## src/rtl/piso_shift_out_if.sv

```systemverilog
// Load handshake and serial output bundle for piso_shift_out.
//
// Handshake: a word transfers on a rising clk edge where load_valid and
// load_ready are both high. The master holds load_valid and load_data stable
// until that edge. load_ready may depend combinationally on shift_enable,
// so the master must not make load_valid depend on load_ready.
interface piso_shift_out_if #(
    parameter int WIDTH = 8
);
    logic             load_valid;
    logic [WIDTH-1:0] load_data;
    logic             load_ready;
    logic             shift_enable;
    logic             sout;
    logic             sout_valid;
    logic             frame_start;
    logic             frame_end;
    logic             busy;

    modport master (
        output load_valid,
        output load_data,
        output shift_enable,
        input  load_ready,
        input  sout,
        input  sout_valid,
        input  frame_start,
        input  frame_end,
        input  busy
    );

    modport slave (
        input  load_valid,
        input  load_data,
        input  shift_enable,
        output load_ready,
        output sout,
        output sout_valid,
        output frame_start,
        output frame_end,
        output busy
    );
endinterface

```

## src/rtl/piso_shift_out.sv

```systemverilog
// Parallel-in serial-out transmitter. Takes a word over a valid/ready load
// port and shifts it out one bit per shift_enable strobe, flagging the
// first and last bit of each frame. A new word can be taken on the edge
// that consumes the last bit, giving gap-free back-to-back frames.
module piso_shift_out #(
    parameter int WIDTH     = 8,
    parameter bit MSB_FIRST = 1'b1
) (
    input  logic                clk,
    input  logic                reset,
    piso_shift_out_if.slave     bus,
    output logic                state_dbg
);
    localparam int CW = $clog2(WIDTH);
    localparam logic [CW-1:0] CNT_MAX = CW'(WIDTH - 1);

    typedef enum logic {
        IDLE  = 1'b0,
        SHIFT = 1'b1
    } state_t;

    state_t           state, state_d;
    logic [WIDTH-1:0] shreg, shreg_d;
    logic [CW-1:0]    cnt, cnt_d;
    logic             load_ready_int;
    logic             accept;
    logic             out_bit;
    logic [WIDTH-1:0] shifted;

    // The link end of the register is the bit currently on sout.
    assign out_bit = MSB_FIRST ? shreg[WIDTH-1] : shreg[0];
    assign shifted = MSB_FIRST ? {shreg[WIDTH-2:0], 1'b0} : {1'b0, shreg[WIDTH-1:1]};

    // Ready when idle, or when the last bit is being consumed this edge.
    assign load_ready_int = !reset &&
                            ((state == IDLE) ||
                             (state == SHIFT && cnt == '0 && bus.shift_enable));
    assign accept    = bus.load_valid && load_ready_int;
    assign state_dbg = state;

    // State register: synchronous reset clears the frame outright.
    always_ff @(posedge clk) begin
        if (reset) begin
            state <= IDLE;
            shreg <= '0;
            cnt   <= '0;
        end else begin
            state <= state_d;
            shreg <= shreg_d;
            cnt   <= cnt_d;
        end
    end

    // Next-state logic: load, shift on strobe, reload or retire at frame end.
    always_comb begin
        state_d = state;
        shreg_d = shreg;
        cnt_d   = cnt;
        case (state)
            IDLE: begin
                if (accept) begin
                    shreg_d = bus.load_data;
                    cnt_d   = CNT_MAX;
                    state_d = SHIFT;
                end
            end
            SHIFT: begin
                if (bus.shift_enable) begin
                    if (cnt != '0) begin
                        shreg_d = shifted;
                        cnt_d   = cnt - CW'(1);
                    end else if (accept) begin
                        shreg_d = bus.load_data;
                        cnt_d   = CNT_MAX;
                    end else begin
                        shreg_d = '0;
                        state_d = IDLE;
                    end
                end
            end
            default: state_d = IDLE;
        endcase
    end

    // Outputs: everything but load_ready comes straight from registers.
    always_comb begin
        bus.load_ready  = load_ready_int;
        bus.sout_valid  = (state == SHIFT);
        bus.busy        = (state == SHIFT);
        bus.sout        = (state == SHIFT) ? out_bit : 1'b0;
        bus.frame_start = (state == SHIFT) && (cnt == CNT_MAX);
        bus.frame_end   = (state == SHIFT) && (cnt == '0);
    end
endmodule

```

## src/flat_wrapper.sv

```systemverilog
// flat-port wrapper written by rule: the top's interface ports become plain ports
module piso_shift_out_flat 
#(
    parameter int WIDTH     = 8,
    parameter bit MSB_FIRST = 1'b1
)
  (clk, reset, state_dbg, bus_load_valid, bus_load_data, bus_shift_enable, bus_load_ready, bus_sout, bus_sout_valid, bus_frame_start, bus_frame_end, bus_busy);
  piso_shift_out_if #(.WIDTH(WIDTH)) bus_i ();
  input  logic clk;
  input  logic reset;
  output logic state_dbg;
  input wire logic [$bits(bus_i.load_valid)-1:0] bus_load_valid;
  input wire logic [$bits(bus_i.load_data)-1:0] bus_load_data;
  input wire logic [$bits(bus_i.shift_enable)-1:0] bus_shift_enable;
  output wire logic [$bits(bus_i.load_ready)-1:0] bus_load_ready;
  output wire logic [$bits(bus_i.sout)-1:0] bus_sout;
  output wire logic [$bits(bus_i.sout_valid)-1:0] bus_sout_valid;
  output wire logic [$bits(bus_i.frame_start)-1:0] bus_frame_start;
  output wire logic [$bits(bus_i.frame_end)-1:0] bus_frame_end;
  output wire logic [$bits(bus_i.busy)-1:0] bus_busy;
  assign bus_i.load_valid = bus_load_valid;
  assign bus_i.load_data = bus_load_data;
  assign bus_i.shift_enable = bus_shift_enable;
  assign bus_load_ready = bus_i.load_ready;
  assign bus_sout = bus_i.sout;
  assign bus_sout_valid = bus_i.sout_valid;
  assign bus_frame_start = bus_i.frame_start;
  assign bus_frame_end = bus_i.frame_end;
  assign bus_busy = bus_i.busy;
  piso_shift_out #(.WIDTH(WIDTH), .MSB_FIRST(MSB_FIRST)) u_core (.clk(clk), .reset(reset), .bus(bus_i), .state_dbg(state_dbg));
endmodule
```

## config.mk

```make
export PLATFORM = sky130hd
export DESIGN_NAME = piso_shift_out_flat
export DESIGN_NICKNAME = d
export VERILOG_FILES = /design/src/rtl/piso_shift_out_if.sv /design/src/rtl/piso_shift_out.sv /design/src/flat_wrapper.sv
export SDC_FILE = /design/constraint.sdc
export NUM_CORES = 1
export LEC_CHECK = 0
export ABC_AREA = 1
export CAP_MARGIN = 20
export CORE_ASPECT_RATIO = 0.7
export CORE_MARGIN = 2
export CORE_UTILIZATION = 25
export CTS_CLUSTER_DIAMETER = 40
export CTS_CLUSTER_SIZE = 16
export DETAILED_ROUTE_END_ITERATION = 10
export DONT_BUFFER_PORTS = 1
export PLACE_DENSITY = 0.34
export SETUP_SLACK_MARGIN = 0.5
export SLEW_MARGIN = 20
export SYNTH_ARGS = -nofsm -noshare
export SYNTH_HDL_FRONTEND = slang
export SYNTH_SLANG_ARGS = --single-unit
```

## constraint.sdc

```tcl
create_clock -name clk -period 1.4 [get_ports clk]
set_input_delay 0 -clock clk [delete_from_list [all_inputs] [get_ports clk]]
set_output_delay 0 -clock clk [all_outputs]
set_load 0.005 [all_outputs]
```

==> metrics, run 1 <==
critical path required time=1.53 ns; total of max-cap violations=0; CTS sink cnt=12; Yosys top cell area share=35.4%; GR Layer Usage met2=17.6%; reg-to-reg startpoint=u_core.bus.busy; PortBufs=0; met1 Usage GRT=18.7%; CP Capture Type=register; post-synthesis cell count=104; drt pass-1 iters=4; Mean Syn Cell Area=6.52 um^2; vias in the first global route=583; status=finished clean; DRT iter0 DRCs=20; Slew Viols, Final=0; Worst Path Arrival=1.38 ns; row count=15; met3 usage=5.18%; clk_lat worst skew=0.24 ns; Ant. Diodes=0; period utilization=89.2%; clock-pin slew on the worst setup and hold paths=0.05 ns; CORE AREA=2510 um^2; Filler cells=276; via count=676; Slowest-stage cell, CP=clkdlybuf4s50_1; hold_sp=bus_load_data[0]; grt total ovfl=0; global-route wire length before repair=2840 um; Worst Max-Slew Pin Slew=0.252 ns; Top Usage Layer GRT=met1; total wire length=1830 um; startpoint types=register; GRT Total Usage=12.6%; final hold vios=0; slowest stage delay, CP=0.54 ns; reg2reg setup slack=0.15 ns; CP max FO=9; Mapped Area=678 um^2; share of layout cells above drive strength 1=29.3%; RePlAce Congestion=0.741; per-cell routed wire length=11.7 um; Relative slew margins=83.0%; Vert. Die Dim=47.6 um; Final nets=139; Yosys reg bits=12; Hold Path Class=in -> reg; CTS tree=yes; post-synth top area cell=dfxtp_1; setup violators final=0; die width=66.3 um; library cells used by synthesis=18; setup slack after layout=0.151 ns; hpwl dp=1200 um; TNS Setup=0 ns; Area Growth Syn to Fin=52.0%; Hold EP=u_core.shreg[0]; Root Driver=clkbuf_8; commonest non-fill, non-tap cell in the layout=nand2_1; cells on worst reg2reg path=4; Max Buffers Root-to-Sink=2; most frequent cells in the layout=27 x nand2_1, 15 x inv_1, 10 x dlygate4sd3_1, 9 x dfxtp_1; full die area=3150 um^2; Hold Path Cell Cnt=3; final hold slack=0.0132 ns; sequential fraction of the synthesis area=35.4%; largest cells by area after synthesis=dfxtp_1 35%, nand2_1 17%, inv_1 10%; Crit Path Category=reg -> reg; largest net degree at the start of global routing=15; Starting Density=27.0%; DRC Markers=0; fmax=0.801 GHz; Top Ports=19; Core Util, Final=41.0%; Num CTS Buffers=3; Pwr per Cell Area=1090 nW/um^2; CP cell instances=clkdlybuf4s50_1, nand3_1, nand2_1, nor2_1; antenna violations before repair=0; dpl ws=0.133 ns; remaining antenna violation count=0; Min Clock Period, post-route=1.25 ns; Max H-tree Level=1; Reg-to-Reg End=u_core.cnt[2]; synthesis warning total=0; Setup Skew=0.000786 ns; Post-Syn Nets=119; routed vias/inst=4.31; Max VDD drop=0.540 mV; Leak=0.486 nW; RSZ-0062 raised after global routing=yes
## worst max-delay path, delay by kind of cell, from the launching register on
family	cells	cell delay [ns]
DFF	1	0.44
and+or+nand+nor	3	0.17
buffers and inverters	1	0.54
## registers in the layout, indices dropped and copies added (netlist names)
register	count
u_core.shreg	8
u_core.cnt	3
u_core.bus.busy	1
## cell usage after synthesis
master / number
nor2_1: 7
nand2_1: 31
a21oi_1: 11
o21a_1: 1
o21ai_2: 1
buf_6: 1
o31ai_1: 1
nand3_1: 3
inv_2: 1
buf_4: 2
inv_1: 18
dfxtp_1: 12
nor3_1: 1
ha_1: 3
buf_2: 1
nand3_2: 1
a31oi_1: 1
o21ai_0: 8
## cell families after synthesis
group | synth area share (%)
buf+inv | 15.1
simple gates | 25.5
fa+ha+maj | 5.54
compound gates | 18.5
flops | 35.4
## worst max-delay path by stage
| stage | startpoint | endpoint | cells after the start |
|---|---|---|---|
| after floorplan | u_core.bus.busy | u_core.shreg[0] | 5 |
| after global placement | u_core.bus.busy | u_core.shreg[1] | 5 |
| after detailed placement | u_core.bus.busy | u_core.shreg[1] | 5 |
| after CTS | u_core.cnt[0] | u_core.shreg[7] | 9 |
| after global routing | u_core.cnt[1] | u_core.cnt[1] | 8 |
| final | u_core.bus.busy | u_core.cnt[2] | 4 |
## stage by stage
step | cells | area, um^2 | power [mW]
after floorplan | 104 | 744 | 0.612
after global placement | 135 | 763 | 0.651
after detailed placement | 135 | 763 | 0.646
after CTS | 154 | 983 | 1.10
after global routing | 157 | 1030 | 1.20
final | 157 | 1030 | 1.12
## repair_timing
| action | in CTS | in global routing |
|---|---|---|
| pin swaps | 5 | 3 |
| buffers inserted | 5 | 3 |
| resized for setup | 8 | 7 |
| setup endpoints to repair | 15 | 15 |
| hold buffers | 10 | 0 |
| hold endpoints to repair | 9 | 0 |
## layout make-up
class / count / area (um^2) / area share, %
multi-input combinational: 69 / 437 / 42.4
sequential: 12 / 246 / 23.9
timing repair buffer: 19 / 171 / 16.6
inverter: 19 / 78.8 / 7.65
clock buffer: 4 / 55.1 / 5.34
tap: 34 / 42.5 / 4.13
## per-layer routing
metal / vias to the layer above / wire, um
met5: - / 0
met4: 0 / 0
met3: 0 / 100
met2: 19 / 712
met1: 295 / 1020
li1: 362 / -
## power breakdown
| group | leakage [nW] | switching (mW) | internal [mW] | total, mW |
|---|---|---|---|---|
| combinational | 0.357 | 0.180 | 0.157 | 0.337 |
| clock | 0.0288 | 0.123 | 0.248 | 0.371 |
| sequential | 0.100 | 0.0325 | 0.383 | 0.415 |
(Power assumes the default switching activity.)
==> inputs of run 2 (changes only) <==
CTS_BUF_LIST = sky130_fd_sc_hd__clkbuf_16   (was unset)
REMOVE_ABC_BUFFERS = 1   (was unset)
==> metrics, run 2 (same netlist as run 1, synthesis figures left out) <==
PortBufs=0 (unchanged); slowest stage delay, CP=0.31 ns (-0.23 ns); Top Ports=19 (unchanged); Root Driver=clkbuf_16; Gate power share=27.9% (-2.1 points); CORE AREA=2510 um^2 (unchanged); global-route wire length before repair=2940 um (+3.4%); setup violators final=0 (unchanged); sequential power share=31.4% (-5.5 points); clk_lat worst skew=0.24 ns (about the same); Max Buffers Root-to-Sink=2 (unchanged); routed vias/inst=4.32 (+0.30%); TNS Setup=0 ns (unchanged); startpoint types=register; Num CTS Buffers=3 (unchanged); period utilization=86.7% (-2.5 points); Setup Skew=0.00343 ns (+0.00264 ns); hpwl dp=1190 um (-0.91%); number of flip-flops in the largest register=8 (unchanged); CTS sink cnt=12 (unchanged); power after layout=1.30 mW (+16%); Worst Path Arrival=1.38 ns (about the same); drt pass-1 iters=4 (unchanged); clock share of power=40.7% (+7.7 points); vias in the first global route=660 (+13%); die width=66.3 um (unchanged); row count=15 (unchanged); fmax=0.824 GHz (+2.9%); most used cell, CP=nand2_4; RSZ-0062 raised after global routing=yes; cell-internal power=0.937 mW (+19%); Starting Density=27.0% (unchanged); Vert. Die Dim=47.6 um (unchanged); per-cell routed wire length=11.4 um (-2.8%); Max VDD drop=0.596 mV (+10%); total of max-cap violations=0 (unchanged); switch share=27.9% (-2.0 points); Worst Max-Slew Pin Slew=0.243 ns (-0.00978 ns); Hold Path Class=in -> reg; Core Util, Final=43.2% (+2.2 points); Filler cells=256 (-7.2%); Slew Viols, Final=0 (unchanged); remaining antenna violation count=0 (unchanged); grt total ovfl=0 (unchanged); total wire length=1820 um (-0.98%); full die area=3150 um^2 (unchanged); most frequent cells in the layout=24 x nand2_1, 15 x inv_1, 9 x dlygate4sd3_1, 9 x buf_4, 9 x dfxtp_1; fin area=1090 um^2 (+5.3%); clock-pin slew on the worst setup and hold paths=0.05 ns (about the same); CTS tree=yes; DRT iter0 DRCs=4 (-80%); Pwr per Cell Area=1200 nW/um^2 (+9.8%); CP Capture Type=register; Ant. Diodes=0 (unchanged); DRC Markers=0 (unchanged); critical path required time=1.57 ns (+0.04 ns); CP max FO=4 (-5); Top reg by flops=u_core.shreg; Final nets=142 (+2.2%); Area Growth Syn to Fin=60.1%; cell family with most CP delay=simple AND/OR/NAND/NOR gates; antenna violations before repair=0 (unchanged); Placed Area=764 um^2 (+0.16%); commonest non-fill, non-tap cell in the layout=nand2_1; Leak=0.521 nW (+7.2%); CP cell instances=inv_2, ha_4, nand2_4, nand2_4, nand3_4, buf_6, nand2_4, nand2_4, a21oi_2; Crit Path Category=reg -> reg; final hold vios=0 (unchanged); Relative slew margins=83.8% (+0.80 points); share of layout cells above drive strength 1=33.3% (+4.1 points); sw power=0.363 mW (+8.1%); Max H-tree Level=1 (unchanged); status=finished clean; CP bufs+invs=2 (+1); RePlAce Congestion=0.669 (-9.8%); largest net degree at the start of global routing=15 (unchanged); Min Clock Period, post-route=1.21 ns (-0.0350 ns); GRT Total Usage=13.0% (+0.43 points); Slowest-stage cell, CP=dfxtp_2; via count=691 (+2.2%)
run 2: cell count changes in the layout (fill, tap and decap cells not counted), moves of 2 or more:
cell / previous run / this run
buf_4: 6 / 9
buf_6: 1 / 3
clkbuf_16: 0 / 3
clkbuf_8: 4 / 0
inv_2: 1 / 4
inv_4: 3 / 0
nand2_1: 27 / 24
nand2_4: 2 / 5
run 2: timing repair:
action,in CTS,in global routing
buffers inserted,3,0
pin swaps,7,6
hold buffers,9,0
endpoints found under the hold margin,9,0
resized for setup,27,11
gates cloned,0,0
setup endpoints to repair,16,16
run 2: layout make-up:
type                            count  area (um^2)  share of cell area (%)
Multi-Input combinational cell     69          440                    40.6
Clock buffer                        3         75.1                    6.91
Inverter                           19         71.3                    6.57
Tap cell                           34         42.5                    3.92
Clock inverter                      1         3.75                   0.346
Sequential cell                    12          246                    22.7
Timing Repair Buffer               22          206                    19.0
run 2: per-layer routing:
layer  vias up  GRT usage, %  wire length (um)
met1       312          15.3               879
met2        13          21.6               839
li1        364             -                 -
met3         2          5.88                78
met4         0          4.90                18
met5         -             0                 0
run 2: final timing paths:
kind	startpoint	to	slack (ns)	depth (start not counted)
setup / recovery	u_core.cnt[0]	u_core.cnt[0]	0.19	9
setup reg to reg	u_core.cnt[0]	u_core.cnt[0]	0.19	9
hold / removal	bus_load_data[0]	u_core.shreg[0]	0.02	3
hold reg to reg	u_core.shreg[5]	u_core.shreg[5]	0.54	2
run 2: metrics by stage:
step | hold WS (ns) | setup slack, ns | std cells
floorplan | 0.0365 | 0.0989 | 100
global placement | 0.0496 | 0.0269 | 144
detailed placement | 0.0487 | 0.00234 | 144
CTS | 0.00683 | 0.189 | 160
global route | 0.0338 | 0.0842 | 160
finish | 0.0154 | 0.186 | 160
run 2: worst min-delay path: cells and delay by family:
kind / cells / cell delay (ns)
simple gates: 1 / 0.09
buf+inv: 1 / 0.02
compound gates: 1 / 0.11
run 2: power groups by stage:
stage                     Clock [mW]  Sequential (mW)  Combinational, mW
final                          0.529            0.408              0.363
after detailed placement           0            0.407              0.234
after global placement             0            0.409              0.240
after global routing           0.564            0.413              0.408
after floorplan                    0            0.408              0.143
after CTS                      0.543            0.406              0.338
==> inputs of run 3 (changes only) <==
HOLD_SLACK_MARGIN = 0.05   (was unset)
==> metrics, run 3 (same netlist as run 1, synthesis figures left out) <==
Max Buffers Root-to-Sink=2 (unchanged); share of layout cells above drive strength 1=33.1% (-0.26 points); Slew Viols, Final=0 (unchanged); Max VDD drop=0.596 mV (about the same); period utilization=86.7% (about the same); antenna violations before repair=0 (unchanged); die width=66.3 um (unchanged); Worst Path Arrival=1.38 ns (about the same); largest net degree at the start of global routing=15 (unchanged); Final nets=143 (+0.70%); Leak=0.525 nW (+0.80%); Setup Skew=0.00344 ns (+0.0000114 ns); Worst Max-Slew Pin Slew=0.243 ns (-0.0000249 ns); row count=15 (unchanged); RSZ-0062 raised after global routing=yes; Slowest-stage cell, CP=dfxtp_2; Top Ports=19 (unchanged); clk_lat worst skew=0.24 ns (about the same); TNS Setup=0 ns (unchanged); Min Clock Period, post-route=1.21 ns (-0.000253 ns); CTS tree=yes; setup violators final=0 (unchanged); Num CTS Buffers=3 (unchanged); grt total ovfl=0 (unchanged); final cell count without fillers=161 (+0.63%); CP Capture Type=register; DRC Markers=0 (unchanged); Root Driver=clkbuf_16; CORE AREA=2510 um^2 (unchanged); final hold slack=0.0471 ns (+0.0316 ns); vias in the first global route=651 (-1.4%); dpl ws=0.00234 ns (unchanged); commonest non-fill, non-tap cell in the layout=nand2_1; placed cells=144 (unchanged); via count=690 (-0.14%); CTS sink cnt=12 (unchanged); per-cell routed wire length=11.3 um (-0.57%); total of max-cap violations=0 (unchanged); critical path required time=1.57 ns (about the same); full die area=3150 um^2 (unchanged); Ant. Diodes=0 (unchanged); Starting Density=27.0% (unchanged); CP max FO=4 (unchanged); RePlAce Congestion=0.669 (unchanged); CP cell instances=inv_2, ha_4, nand2_4, nand2_4, nand3_4, buf_6, nand2_4, nand2_4, a21oi_2; GRT Total Usage=12.9% (-0.10 points); hpwl dp=1190 um (unchanged); Max H-tree Level=1 (unchanged); fmax=0.824 GHz (about the same); drt pass-1 iters=4 (unchanged); Core Util, Final=43.6% (+0.40 points); setup slack after layout=0.186 ns (+0.000253 ns); Pwr per Cell Area=1190 nW/um^2 (-0.69%); startpoint types=register; status=finished clean; DRT iter0 DRCs=6 (+2); clock-pin slew on the worst setup and hold paths=0.05 ns (about the same); final hold vios=0 (unchanged); global-route wire length before repair=2910 um (-0.95%); Relative slew margins=83.8% (about the same); Vert. Die Dim=47.6 um (unchanged); Top reg by flops=u_core.shreg; PortBufs=0 (unchanged); number of flip-flops in the largest register=8 (unchanged); routed vias/inst=4.29 (-0.76%); Area Growth Syn to Fin=61.6%; remaining antenna violation count=0 (unchanged); total wire length=1820 um (about the same); most frequent cells in the layout=24 x nand2_1, 15 x inv_1, 10 x dlygate4sd3_1, 9 x buf_4, 9 x dfxtp_1; Hold Path Class=in -> reg; Crit Path Category=reg -> reg; most used cell, CP=nand2_4; slowest stage delay, CP=0.31 ns (about the same)
-- run 3: final timing paths --
kind               startpoint         endpoint  slack [ns]  cells after the start
max             u_core.cnt[0]    u_core.cnt[0]        0.19                      9
min          bus_shift_enable  u_core.bus.busy        0.05                      3
max reg2reg     u_core.cnt[0]    u_core.cnt[0]        0.19                      9
min reg2reg   u_core.shreg[5]  u_core.shreg[5]        0.54                      2
-- run 3: cell type report --
| type | count | area (um^2) |
|---|---|---|
| clock buffer | 3 | 75.1 |
| fill | 256 | 1420 |
| inverter | 19 | 71.3 |
| clock inverter | 1 | 3.75 |
| sequential | 12 | 246 |
| timing repair buffer | 23 | 216 |
| multi-input combinational | 69 | 440 |
| tap | 34 | 42.5 |
-- run 3: critical path, delay by kind of cell (launching register included) --
family,cells,cell delay [ns]
buffers and inverters,2,0.22
and+or+nand+nor,5,0.34
AOI/OAI and AO/OA,1,0.11
adders and majority gates,1,0.15
DFF,1,0.31
-- run 3: stage by stage --
stage               power (mW)  instance area (um^2)
floorplan                0.551                   647
global placement         0.649                   764
detailed placement       0.642                   764
CTS                       1.29                  1050
global route              1.39                  1100
finish                    1.30                  1100
-- run 3: timing repair --
action                                  in CTS  in global routing
endpoints found under the hold margin       11                  1
pin swaps                                    7                  6
buffers inserted                             3                  0
hold buffers                                 9                  1
endpoints found under the setup margin      16                 16
resized for setup                           27                 11
-- run 3: routing by layer --
| layer | wire length (um) | track usage, % | vias to the layer above | share of wire [%] |
|---|---|---|---|---|
| li1 | - | - | 366 | - |
| met1 | 881 | 15.3 | 309 | 48 |
| met2 | 838 | 21.2 | 13 | 46 |
| met3 | 78 | 5.88 | 2 | 4.3 |
| met4 | 18 | 4.90 | 0 | 0.99 |
| met5 | 0 | 0 | - | 0 |
-- run 3: power breakdown --
group / leakage, nW / switching [mW] / internal (mW)
clock: 0.0385 / 0.152 / 0.376
combinational: 0.386 / 0.188 / 0.179
sequential: 0.100 / 0.0243 / 0.383
total: 0.525 / 0.364 / 0.939
